<file path="config.mk">
export PLATFORM = sky130hd
export DESIGN_NAME = scan_slot_scheduler
export DESIGN_NICKNAME = d
export VERILOG_FILES = /design/src/rtl/scan_slot_scheduler_pkg.sv /design/src/rtl/scan_slot_scheduler_rr_slot_finder.sv /design/src/rtl/scan_slot_scheduler.sv
export SDC_FILE = /design/constraint.sdc
export NUM_CORES = 1
export LEC_CHECK = 0
export CAP_MARGIN = 20
export CORE_UTILIZATION = 47
export CTS_BUF_LIST = sky130_fd_sc_hd__clkbuf_4 sky130_fd_sc_hd__clkbuf_8
export DETAILED_ROUTE_END_ITERATION = 16
export PLACE_DENSITY = 0.7
export SLEW_MARGIN = 20
export SYNTH_ARGS = -nofsm -noshare
export SYNTH_HDL_FRONTEND = slang
export SYNTH_SLANG_ARGS = --single-unit
</file>
<file path="constraint.sdc">
create_clock -name clk_i -period 4.06 [get_ports clk_i]
set_input_delay 1.218 -clock clk_i [delete_from_list [all_inputs] [get_ports clk_i]]
set_output_delay 1.218 -clock clk_i [all_outputs]
set_load 0.02 [all_outputs]
</file>
<file path="src/rtl/scan_slot_scheduler_pkg.sv">
// Shared constants, state encoding and helpers for the scan slot scheduler
// and the display top-levels that instantiate it.
package scan_slot_scheduler_pkg;

    localparam int NUM_SLOTS     = 8;
    localparam int SLOT_W        = 3;
    localparam int DEFAULT_DWELL = 3;
    localparam int DEFAULT_BLANK = 1;

    typedef enum logic [1:0] {
        IDLE  = 2'd0,
        HOLD  = 2'd1,
        BLANK = 2'd2
    } state_e;

    function automatic logic [NUM_SLOTS-1:0] slot_onehot(input logic [SLOT_W-1:0] idx);
        logic [NUM_SLOTS-1:0] oh;
        oh      = '0;
        oh[idx] = 1'b1;
        return oh;
    endfunction

endpackage

</file>
<file path="src/rtl/scan_slot_scheduler_rr_slot_finder.sv">
// Rotate-and-priority search: first requesting slot after ptr, wrapping
// around and ending at ptr itself so a lone requester can be re-granted.
module rr_slot_finder
    import scan_slot_scheduler_pkg::*;
(
    input  logic [NUM_SLOTS-1:0] req_i,
    input  logic [SLOT_W-1:0]    ptr_i,
    output logic                 found_o,
    output logic [SLOT_W-1:0]    idx_o,
    output logic                 wrap_o
);

    logic              hit;
    logic [SLOT_W-1:0] cand;
    logic [SLOT_W-1:0] winner;

    always_comb begin
        hit    = 1'b0;
        cand   = '0;
        winner = '0;
        for (int i = 1; i <= NUM_SLOTS; i++) begin
            cand = ptr_i + SLOT_W'(i);
            if (!hit && req_i[cand]) begin
                hit    = 1'b1;
                winner = cand;
            end
        end
    end

    // A winner at or below the old pointer means the search passed slot 7.
    assign found_o = hit;
    assign idx_o   = winner;
    assign wrap_o  = hit && (winner <= ptr_i);

endmodule

</file>
<file path="src/rtl/scan_slot_scheduler.sv">
// Round-robin time-sharing of one output driver among 8 slots, with a
// programmable dwell per grant, optional blanking gap and sweep-end pulse.
module scan_slot_scheduler
    import scan_slot_scheduler_pkg::*;
#(
    parameter int BLANK_CYCLES = DEFAULT_BLANK,
    parameter int DWELL_W      = 4
) (
    input  logic                 clk_i,
    input  logic                 reset_i,
    input  logic                 enable_i,
    input  logic [NUM_SLOTS-1:0] req_i,
    input  logic [DWELL_W-1:0]   dwell_i,
    output logic [NUM_SLOTS-1:0] grant_o,
    output logic [SLOT_W-1:0]    slot_o,
    output logic                 valid_o,
    output logic                 sweep_done_o
);

    localparam int BLANK_W = (BLANK_CYCLES > 1) ? $clog2(BLANK_CYCLES + 1) : 1;

    state_e               state_q;
    logic [SLOT_W-1:0]    ptr_q;
    logic [DWELL_W-1:0]   dwell_q;
    logic [BLANK_W-1:0]   blank_q;
    logic [NUM_SLOTS-1:0] grant_q;
    logic                 valid_q;
    logic                 sweep_q;

    logic                 found;
    logic [SLOT_W-1:0]    win_idx;
    logic                 wrap;
    logic                 hold_end;
    logic                 blank_end;
    logic                 decide;

    rr_slot_finder u_finder (
        .req_i   (req_i),
        .ptr_i   (ptr_q),
        .found_o (found),
        .idx_o   (win_idx),
        .wrap_o  (wrap)
    );

    // A grant ends on dwell expiry or when its own request goes away.
    assign hold_end  = (state_q == HOLD) && ((dwell_q == '0) || !req_i[ptr_q]);
    assign blank_end = (state_q == BLANK) && (blank_q == '0);
    assign decide    = found && ((state_q == IDLE) || blank_end ||
                                 (hold_end && (BLANK_CYCLES == 0)));

    always_ff @(posedge clk_i or posedge reset_i) begin
        if (reset_i) begin
            state_q <= IDLE;
            ptr_q   <= SLOT_W'(NUM_SLOTS - 1);
            dwell_q <= '0;
            blank_q <= '0;
            grant_q <= '0;
            valid_q <= 1'b0;
            sweep_q <= 1'b0;
        end else if (!enable_i) begin
            state_q <= IDLE;
            dwell_q <= '0;
            blank_q <= '0;
            grant_q <= '0;
            valid_q <= 1'b0;
            sweep_q <= 1'b0;
        end else if (decide) begin
            state_q <= HOLD;
            ptr_q   <= win_idx;
            dwell_q <= dwell_i;
            blank_q <= '0;
            grant_q <= slot_onehot(win_idx);
            valid_q <= 1'b1;
            sweep_q <= wrap;
        end else begin
            sweep_q <= 1'b0;
            case (state_q)
                HOLD: begin
                    if (hold_end) begin
                        grant_q <= '0;
                        valid_q <= 1'b0;
                        dwell_q <= '0;
                        if (BLANK_CYCLES > 0) begin
                            state_q <= BLANK;
                            blank_q <= BLANK_W'(BLANK_CYCLES - 1);
                        end else begin
                            state_q <= IDLE;
                        end
                    end else begin
                        dwell_q <= dwell_q - DWELL_W'(1);
                    end
                end
                // Final blank cycle with nothing requesting falls back to idle.
                BLANK: begin
                    if (blank_end) begin
                        state_q <= IDLE;
                    end else begin
                        blank_q <= blank_q - BLANK_W'(1);
                    end
                end
                default: begin
                    state_q <= IDLE;
                end
            endcase
        end
    end

    assign grant_o      = grant_q;
    assign slot_o       = ptr_q;
    assign valid_o      = valid_q;
    assign sweep_done_o = sweep_q;

endmodule

</file>
==> metrics.txt, run 1 <==
TNS Setup 0 ns; Required @ worst endpoint 4.26 ns; hpwl dp 4070 microns; All-Layer GR Usage 22.5%; CP max FO 8; router iterations before antenna repair 4; Detailed Route WL 5290 microns; cts repair resizes 0; Hold Path Stages 2; area leader, netlist dfrtp_1; die height 69.6 microns; Nets 298; hold path endpoint valid_o; die area 0.00484 sq mm; reg2reg path depth 14; CTS Sinks 20; worst min-delay path class reg -> reg; reg2reg setup slack 0.44 ns; GR Overflow Total 0; Final Non-Filler Cells 323; placed inst area 0.00261 sq mm; global placer's final weighted congestion 0.881; vias in the first global route 1911; ranking of synthesized cells by area dfrtp_1, mux4_2, mux2i_1; WS Path Type in -> reg; share of layout cells above drive strength 1 25.1%; Worst-Margin Slew 0.761 ns; Synth-to-Final Area Change 24.8%; Multi-input gate area 0.00149 sq mm; Detail Route Antenna Nets 0; #FFs+latches synth 20; Initial Util 48.9%; later-pin clock latency in the skew report 0.26 ns; CTS HTree Levels 1; syn nets 250; via count 1978; most common cell after layout, fill and taps aside buf_4; most frequent cells in the layout buf_4, clkdlybuf4s50_1, nand2_1, inv_1, dfrtp_1; Row Count 24; Top Layer Used met4; WL met3 252 microns; Leak Pwr 1.15 nW; Clock Tree Root clkbuf_8; 1st-iter DRT viols 137; Worst slew margin 49.2%; min Tclk post-route 3.90 ns; fmax 256 MHz; core area 0.00438 sq mm; Final setup viols 0; final hold violation count 0; Die W 69.6 microns; antenna diode count 0; syn_area_per_cell 9.58 sq um; # DRC 0; first-pass GRT wire length 8970 microns; status complete, no violations; IO Port Bufs 27; vias per cell 6.12; hold_buf cts 0; wire length per cell 16.4 microns; Period Utilization, post-route 96.1%; DP Cell Count 319; Yosys top cell area share 19.8%; r2r endpoint sweep_done_o; storage element area 504 sq um; metal2 WL 2490 microns; RSZ-0062 raised after global routing false; sequential share of the synthesized area 23.5%; Synth Instances 224; io pins 28; warnings from Yosys 0; max-slew violations 0; wl on met1 2540 microns; initial antenna violation count 0; CTS Buf Count 3; r2r startpoint slot_o[1]; Post-synth EDFFs 0; fill count 380; Yosys cell types 58; Main synth FF type dfrtp_1; Non-Filler Cell Area, Final 0.00268 sq mm; Worst EP arrival 4.10 ns; Min-Delay Startpoint valid_o; clk slew on worst S/H paths 0.08 ns; total power 2.74 mW; Post-synth ARST share 100%; largest net degree at the start of global routing 21; Post-Syn Area 0.00215 sq mm; Critical Path Sink Type register; PD cells 1020 mW/mm^2; clock buffer depth 2; max cap viols 0; CTS tree done; Clock Skews 0.00421 ns; peak supply drop 0.403 mV; Post-CTS Setup Bufs 0; critical path startpoint category input port
[state kept, by name, indices dropped and copies added (netlist names)]
name,cells
grant_o,8
dwell_q,4
slot_o,3
state_q,2
blank_q,1
sweep_done_o,1
valid_o,1
[power breakdown]
part | switching, mW | internal [mW] | total, mW
logic | 1.18 | 1.04 | 2.22
clock network | 0.0694 | 0.132 | 0.201
registers | 0.0493 | 0.271 | 0.320
[cell usage after synthesis, types with 4 or more instances]
cell / instances
nand2_1: 19
dfrtp_1: 17
inv_1: 17
nor2_1: 16
mux2i_1: 14
o21ai_0: 14
mux4_2: 12
a21oi_1: 11
ha_1: 11
a22o_1: 5
buf_2: 5
nor2b_1: 5
a31oi_1: 4
mux2_2: 4
nand3_1: 4
[critical path: stages]
cell	delay (ns)
clkdlybuf4s50_1	0.53
mux2_2	0.31
mux4_2	0.48
nor3_1	0.21
and3_2	0.25
o311ai_0	0.14
and3_1	0.21
inv_1	0.07
ha_1	0.24
a21o_1	0.17
a21oi_1	0.14
a31oi_1	0.05
nor2_1	0.08
[worst max-delay path by stage]
stage / endpoint / start / cells after the start / slack [ns]
finish: sweep_done_o / req_i[4] / 13 / 0.16
detailed placement: sweep_done_o / req_i[4] / 13 / -0.12
floorplan: sweep_done_o / slot_o[0] / 18 / 0.27
global placement: sweep_done_o / req_i[4] / 15 / 0.02
global route: sweep_done_o / req_i[6] / 13 / 0.02
CTS: sweep_done_o / req_i[4] / 13 / 0.16
[cell families (layout without fill, tap and decap cells)]
group / count (synthesis) / count (layout) / share of synthesized area (%)
AO/OA/AOI/OAI: 69 / 69 / 25.2
AND/OR/NAND/NOR: 59 / 59 / 13.3
multiplexers: 31 / 31 / 21.9
buffers and inverters: 29 / 76 / 6.94
flip-flops: 20 / 20 / 23.5
adder cells (fa/ha/maj): 11 / 11 / 6.41
XOR/XNOR: 5 / 5 / 2.74
[per-stage QoR]
| step | hold WS [ns] | utilization, % | setup slack [ns] |
|---|---|---|---|
| after floorplan | 0.499 | - | 0.267 |
| after global placement | 0.480 | 59.4 | 0.0212 |
| after detailed placement | 0.480 | 59.4 | -0.117 |
| after CTS | 0.499 | 61.1 | 0.159 |
| after global routing | 0.521 | 61.1 | 0.0169 |
| final | 0.496 | 61.1 | 0.158 |
[layout make-up]
type	count	area share, %
Inverter	17	2.38
Clock buffer	3	1.54
Timing Repair Buffer	55	17.9
Sequential cell	20	18.8
Multi-Input combinational cell	175	55.8
Tap cell	52	2.43
Clock inverter	1	1.12
[per-layer routing]
metal  GRT usage, %  vias up
met5              0        -
met4           3.17        0
met3           4.80        2
met2           36.4       60
met1           31.8      967
li1               -      949
No activity file was read; power rests on OpenSTA's default activity.
==> inputs of run 2 (changes only) <==
--- a/config.mk
+++ b/config.mk
@@ -6,10 +6,11 @@
 export NUM_CORES = 1
 export LEC_CHECK = 0
 export CAP_MARGIN = 20
+export CORE_MARGIN = 10
 export CORE_UTILIZATION = 47
 export CTS_BUF_LIST = sky130_fd_sc_hd__clkbuf_4 sky130_fd_sc_hd__clkbuf_8
 export DETAILED_ROUTE_END_ITERATION = 16
-export PLACE_DENSITY = 0.7
+export DONT_BUFFER_PORTS = 1
 export SLEW_MARGIN = 20
 export SYNTH_ARGS = -nofsm -noshare
 export SYNTH_HDL_FRONTEND = slang
==> run 2 against run 1 <==
Effect of this change:
- hold slack gained 0.053 ns
- critical path depth grew 2
- wire length grew 7.8%
- count of clock-buffer cells in the layout is the same
- global-route usage shrank 7.5 points
- sequential share of layout area grew 3.5 points
- sequential cell count is the same
- critical path type is now reg -> reg
- setup slack gained 0.13 ns
- first-iteration DRC count grew 5.8%
- die area grew 58%
- core utilization shrank 9.6 points
==> metrics.txt, run 2 (synthesis gave the netlist of run 1 again) <==
status complete, no violations (unchanged); GR Overflow Total 0 (unchanged); min Tclk post-route 3.77 ns (was 3.90 ns); Post-CTS Setup Bufs 0 (unchanged); CP max FO 11 (was 8); All-Layer GR Usage 15.1% (was 22.5%); critical path startpoint category register (was input port); IO Port Bufs 0 (was 27); Die W 87.6 microns (was 69.6 microns); share of layout cells above drive strength 1 21.4% (was 25.1%); Nets 251 (was 298); vias in the first global route 1921 (was 1911); Required @ worst endpoint 4.25 ns (was 4.26 ns); Clock Skews 0.00257 ns (was 0.00421 ns); r2r startpoint slot_o[1] (unchanged); Crit. Startpoint slot_o[1] (was req_i[4]); initial antenna violation count 0 (unchanged); CP max-delay cell dfstp_2 (was clkdlybuf4s50_1); vias per cell 6.72 (was 6.12); most common cell after layout, fill and taps aside nand2_1 (was buf_4); antenna diode count 0 (unchanged); CTS tree done (unchanged); max-slew violations 0 (unchanged); worst min-delay path class reg -> reg (unchanged); Detailed Route WL 5700 microns (was 5290 microns); Clock Tree Root clkbuf_8 (unchanged); Worst slew margin 49.4% (was 49.2%); CTS HTree Levels 1 (unchanged); Min-Delay Startpoint blank_q (was valid_o); 1st-iter DRT viols 145 (was 137); Synth-to-Final Area Change 5.31% (was 24.8%); router iterations before antenna repair 4 (unchanged); clock buffer depth 2 (unchanged); final hold violation count 0 (unchanged); TNS Setup 0 ns (unchanged); first-pass GRT wire length 9610 microns (was 8970 microns); max reg flops 8 (unchanged); max cap viols 0 (unchanged); CP Cell Sequence inv_1 > ha_2 > buf_4 > mux2i_1 > mux2i_1 > o221ai_2 > a31oi_1 > o2111ai_1 > and3_1 > inv_1 > ha_1 > a21o_1 > a21oi_1 > a31oi_1 > nor2_1 (was clkdlybuf4s50_1 > mux2_2 > mux4_2 > nor3_1 > and3_2 > o311ai_0 > and3_1 > inv_1 > ha_1 > a21o_1 > a21oi_1 > a31oi_1 > nor2_1); Period Utilization, post-route 92.9% (was 96.1%); Worst-Margin Slew 0.758 ns (was 0.761 ns); placed inst area 0.00219 sq mm (was 0.00261 sq mm); Final setup viols 0 (unchanged); die height 87.6 microns (was 69.6 microns); Detail Route Antenna Nets 0 (unchanged); global placer's final weighted congestion 0.954 (was 0.881); CTS Sinks 20 (unchanged); clk slew on worst S/H paths 0.08 ns (about the same); later-pin clock latency in the skew report 0.26 ns (about the same); Row Count 24 (unchanged); hpwl dp 4290 microns (was 4070 microns); Non-Filler Cell Area, Final 0.00226 sq mm (was 0.00268 sq mm); fill count 424 (was 380); Worst EP arrival 3.96 ns (was 4.10 ns); largest net degree at the start of global routing 22 (was 21); core area 0.00438 sq mm (unchanged); CTS Buf Count 3 (unchanged); Initial Util 48.9% (unchanged); RSZ-0062 raised after global routing false (unchanged); via count 1854 (was 1978); Worst path max stage delay 0.53 ns (about the same); # DRC 0 (unchanged); io pins 28 (unchanged); fmax 265 MHz (was 256 MHz); Critical Path Sink Type register (unchanged); most frequent cells in the layout nand2_1, inv_1, dfrtp_1, nor2_1 (was buf_4, clkdlybuf4s50_1, nand2_1, inv_1, dfrtp_1); die area 0.00767 sq mm (was 0.00484 sq mm); WS Path Type reg -> reg (was in -> reg); wire length per cell 20.7 microns (was 16.4 microns)
[run 2: cell type report]
| class | count | area [sq um] | share of cell area, % |
|---|---|---|---|
| Inverter | 17 | 63.8 | 2.82 |
| Clock inverter | 1 | 30.0 | 1.33 |
| Timing Repair Buffer | 8 | 60.1 | 2.66 |
| Clock buffer | 3 | 41.3 | 1.83 |
| Multi-Input combinational cell | 175 | 1500 | 66.2 |
| Sequential cell | 20 | 504 | 22.3 |
| Tap cell | 52 | 65.1 | 2.88 |
[run 2: stage by stage]
stage	hold slack, ns	utilization, %	setup slack [ns]	cells
detailed placement	0.536	49.9	0.203	272
global placement	0.519	49.9	0.327	272
CTS	0.554	51.5	0.182	276
finish	0.548	51.5	0.290	276
floorplan	0.499	-	0.267	224
global route	0.599	51.5	0.00355	276
[run 2: path summary, 6_finish.rpt]
kind / slack (ns) / end / cells past startpoint
setup / recovery: 0.29 / sweep_done_o / 15
hold / removal: 0.55 / blank_q / 1
setup reg to reg: 0.29 / sweep_done_o / 15
hold reg to reg: 0.55 / blank_q / 1
max in group asynchronous: 2.61 / state_q[1] / 1
min in group asynchronous: 0.98 / grant_o[1] / 1
[run 2: layer usage]
layer | part of all wire [%] | track usage (%)
met1 | 42 | 18.8
met2 | 48 | 24.3
met3 | 8.2 | 3.90
met4 | 1.5 | 5.94
met5 | 0 | 0
[run 2: worst max-delay path: cells and delay by family, from the launching register on]
family	cells	cell delay, ns
adders and majority gates	2	0.85
and+or+nand+nor	2	0.39
muxes	2	0.46
DFF	1	0.53
buffers and inverters	3	0.50
AOI/OAI and AO/OA	6	0.98
[run 2: repair_timing]
item                                    in CTS  in global routing
resized for setup                            0                  1
endpoints found under the setup margin       0                  1
hold buffers                                 0                  0
Power of run 2 is not shown: default switching activity piles up to over one toggle a cycle in this logic, so the estimate is an artifact.
==> inputs of run 3 (changes only) <==
--- a/config.mk
+++ b/config.mk
@@ -11,6 +11,7 @@
 export CTS_BUF_LIST = sky130_fd_sc_hd__clkbuf_4 sky130_fd_sc_hd__clkbuf_8
 export DETAILED_ROUTE_END_ITERATION = 16
 export DONT_BUFFER_PORTS = 1
+export GPL_ROUTABILITY_DRIVEN = 0
 export SLEW_MARGIN = 20
 export SYNTH_ARGS = -nofsm -noshare
 export SYNTH_HDL_FRONTEND = slang
==> run 3 against run 2 <==
Effect of this change:
- final cell count grew 0.72%
- highest routed layer unchanged
- clock skew is essentially flat
- register-to-register slack better by 0.07 ns
- via count shrank 2.9%
- setup slack improved by 0.070 ns
- core utilization is 0.29 points higher
- count of clock-buffer cells in the layout unchanged
- critical path type unchanged
- design area up 0.55%
- non-clock buffer count grew 2
- sequential share of layout area is 0.12 points lower
- wire length decreased by 1.9%
==> metrics.txt, run 3 (synthesis gave the netlist of run 1 again) <==
max reg flops 8 (unchanged); CTS Buf Count 3 (unchanged); storage element area 504 sq um (unchanged); worst min-delay path class reg -> reg (unchanged); setup slack after placement 0.293 ns (was 0.203 ns); Worst Setup EP sweep_done_o (unchanged); Synth-to-Final Area Change 5.89% (was 5.31%); CP max-delay cell dfstp_2 (unchanged); Detailed Route WL 5590 microns (was 5700 microns); io pins 28 (unchanged); All-Layer GR Usage 14.7% (was 15.1%); most common cell after layout, fill and taps aside nand2_1 (unchanged); initial antenna violation count 0 (unchanged); Nets 253 (was 251); Final setup viols 0 (unchanged); CTS Sinks 20 (unchanged); antenna diode count 0 (unchanged); first-pass GRT wire length 9300 microns (was 9610 microns); reg2reg path depth 15 (unchanged); via count 1800 (was 1854); WS Path Type reg -> reg (unchanged); Worst slew margin 51.8% (was 49.4%); wire length per cell 20.1 microns (was 20.7 microns); clk slew on worst S/H paths 0.07 ns (was 0.08 ns); final hold slack 0.543 ns (was 0.548 ns); fmax 270 MHz (was 265 MHz); Row Count 24 (unchanged); CTS tree done (unchanged); critical path depth in cells 15 (unchanged); Die W 87.6 microns (unchanged); final hold violation count 0 (unchanged); Period Utilization, post-route 91.1% (was 92.9%); CTS HTree Levels 1 (unchanged); # DRC 0 (unchanged); min Tclk post-route 3.70 ns (was 3.77 ns); fill count 412 (was 424); Multi-input gate area 0.00149 sq mm (was 0.00150 sq mm); vias in the first global route 1829 (was 1921); Top delay family on crit path compound AO/OA/AOI/OAI gates (unchanged); TNS Setup 0 ns (unchanged); Post-CTS Setup Bufs 0 (unchanged); hpwl dp 4270 microns (was 4290 microns); Clock Tree Root clkbuf_8 (unchanged); clock buffer depth 2 (unchanged); Worst path max stage delay 0.53 ns (about the same); vias per cell 6.47 (was 6.72); RSZ-0062 raised after global routing false (unchanged); core area 0.00438 sq mm (unchanged); hold_buf cts 0 (unchanged); setup ws final 0.360 ns (was 0.290 ns); Worst EP arrival 3.89 ns (was 3.96 ns); router iterations before antenna repair 5 (was 4); reg2reg setup slack 0.36 ns (was 0.29 ns); Critical Path Sink Type register (unchanged); largest net degree at the start of global routing 21 (was 22); die area 0.00767 sq mm (unchanged); later-pin clock latency in the skew report 0.26 ns (about the same); r2r endpoint sweep_done_o (unchanged); cts repair resizes 0 (unchanged); r2r startpoint slot_o[1] (unchanged); Clock Skews 0.00209 ns (was 0.00257 ns); die height 87.6 microns (unchanged); IO Port Bufs 0 (unchanged); Final Util 51.8% (was 51.5%); 1st-iter DRT viols 173 (was 145); status complete, no violations (unchanged); CP Cell Sequence inv_1 > ha_1 > buf_4 > mux2i_1 > mux2i_1 > o221ai_2 > a31oi_1 > o2111ai_1 > and3_1 > inv_1 > ha_1 > a21o_1 > a21oi_1 > a31oi_1 > nor2_1 (was inv_1 > ha_2 > buf_4 > mux2i_1 > mux2i_1 > o221ai_2 > a31oi_1 > o2111ai_1 > and3_1 > inv_1 > ha_1 > a21o_1 > a21oi_1 > a31oi_1 > nor2_1); Crit. Startpoint slot_o[1] (unchanged); Initial Util 48.9% (unchanged); Detail Route Antenna Nets 0 (unchanged); critical path startpoint category register (unchanged); GR Overflow Total 0 (unchanged); CP max FO 7 (was 11); Required @ worst endpoint 4.25 ns (about the same); most frequent cells in the layout nand2_1, inv_1, dfrtp_1, nor2_1 (unchanged); max cap viols 0 (unchanged); Bufs and invs on worst path 3 (unchanged); max-slew violations 0 (unchanged); share of layout cells above drive strength 1 21.7% (was 21.4%); Worst-Margin Slew 0.723 ns (was 0.758 ns)
## run 3: changes by cell type in the layout (fill, tap and decap cells not counted), sizes merged
cell | before | now
buf | 8 | 10
## run 3: area by class of cell
class / instances / area share [%]
multi-input combinational: 175 / 65.7
sequential: 20 / 22.2
timing repair buffer: 10 / 3.30
tap: 52 / 2.86
inverter: 17 / 2.81
clock buffer: 3 / 1.82
clock inverter: 1 / 1.32
## run 3: metrics by stage
stage,instances,cell area [sq um]
final,278,2270
after global routing,278,2270
after CTS,278,2270
after detailed placement,274,2200
after global placement,274,2200
after floorplan,224,2150
## run 3: worst min path at each step
stage,from,cells after the start,endpoint
after floorplan,blank_q,1,blank_q
after global placement,blank_q,1,blank_q
after detailed placement,blank_q,1,blank_q
after CTS,blank_q,1,blank_q
after global routing,blank_q,1,blank_q
final,blank_q,1,blank_q
## run 3: metal layers
layer | vias to the layer above | wire, microns | GRT usage, %
li1 | 860 | - | -
met1 | 874 | 2320 | 17.7
met2 | 55 | 2790 | 24.9
met3 | 11 | 389 | 3.34
met4 | 0 | 100 | 5.36
met5 | - | 0 | 0
## run 3: worst reg2reg max path, cell delays in order (launching register included)
cell       delay [ns]
dfstp_2          0.53
inv_1            0.12
ha_1             0.47
buf_4            0.22
mux2i_1          0.28
mux2i_1          0.15
o221ai_2         0.28
a31oi_1          0.18
o2111ai_1        0.22
and3_1           0.29
inv_1            0.15
ha_1             0.32
a21o_1           0.16
a21oi_1          0.14
a31oi_1          0.05
nor2_1           0.09
Power of run 3 is left out for the same reason.
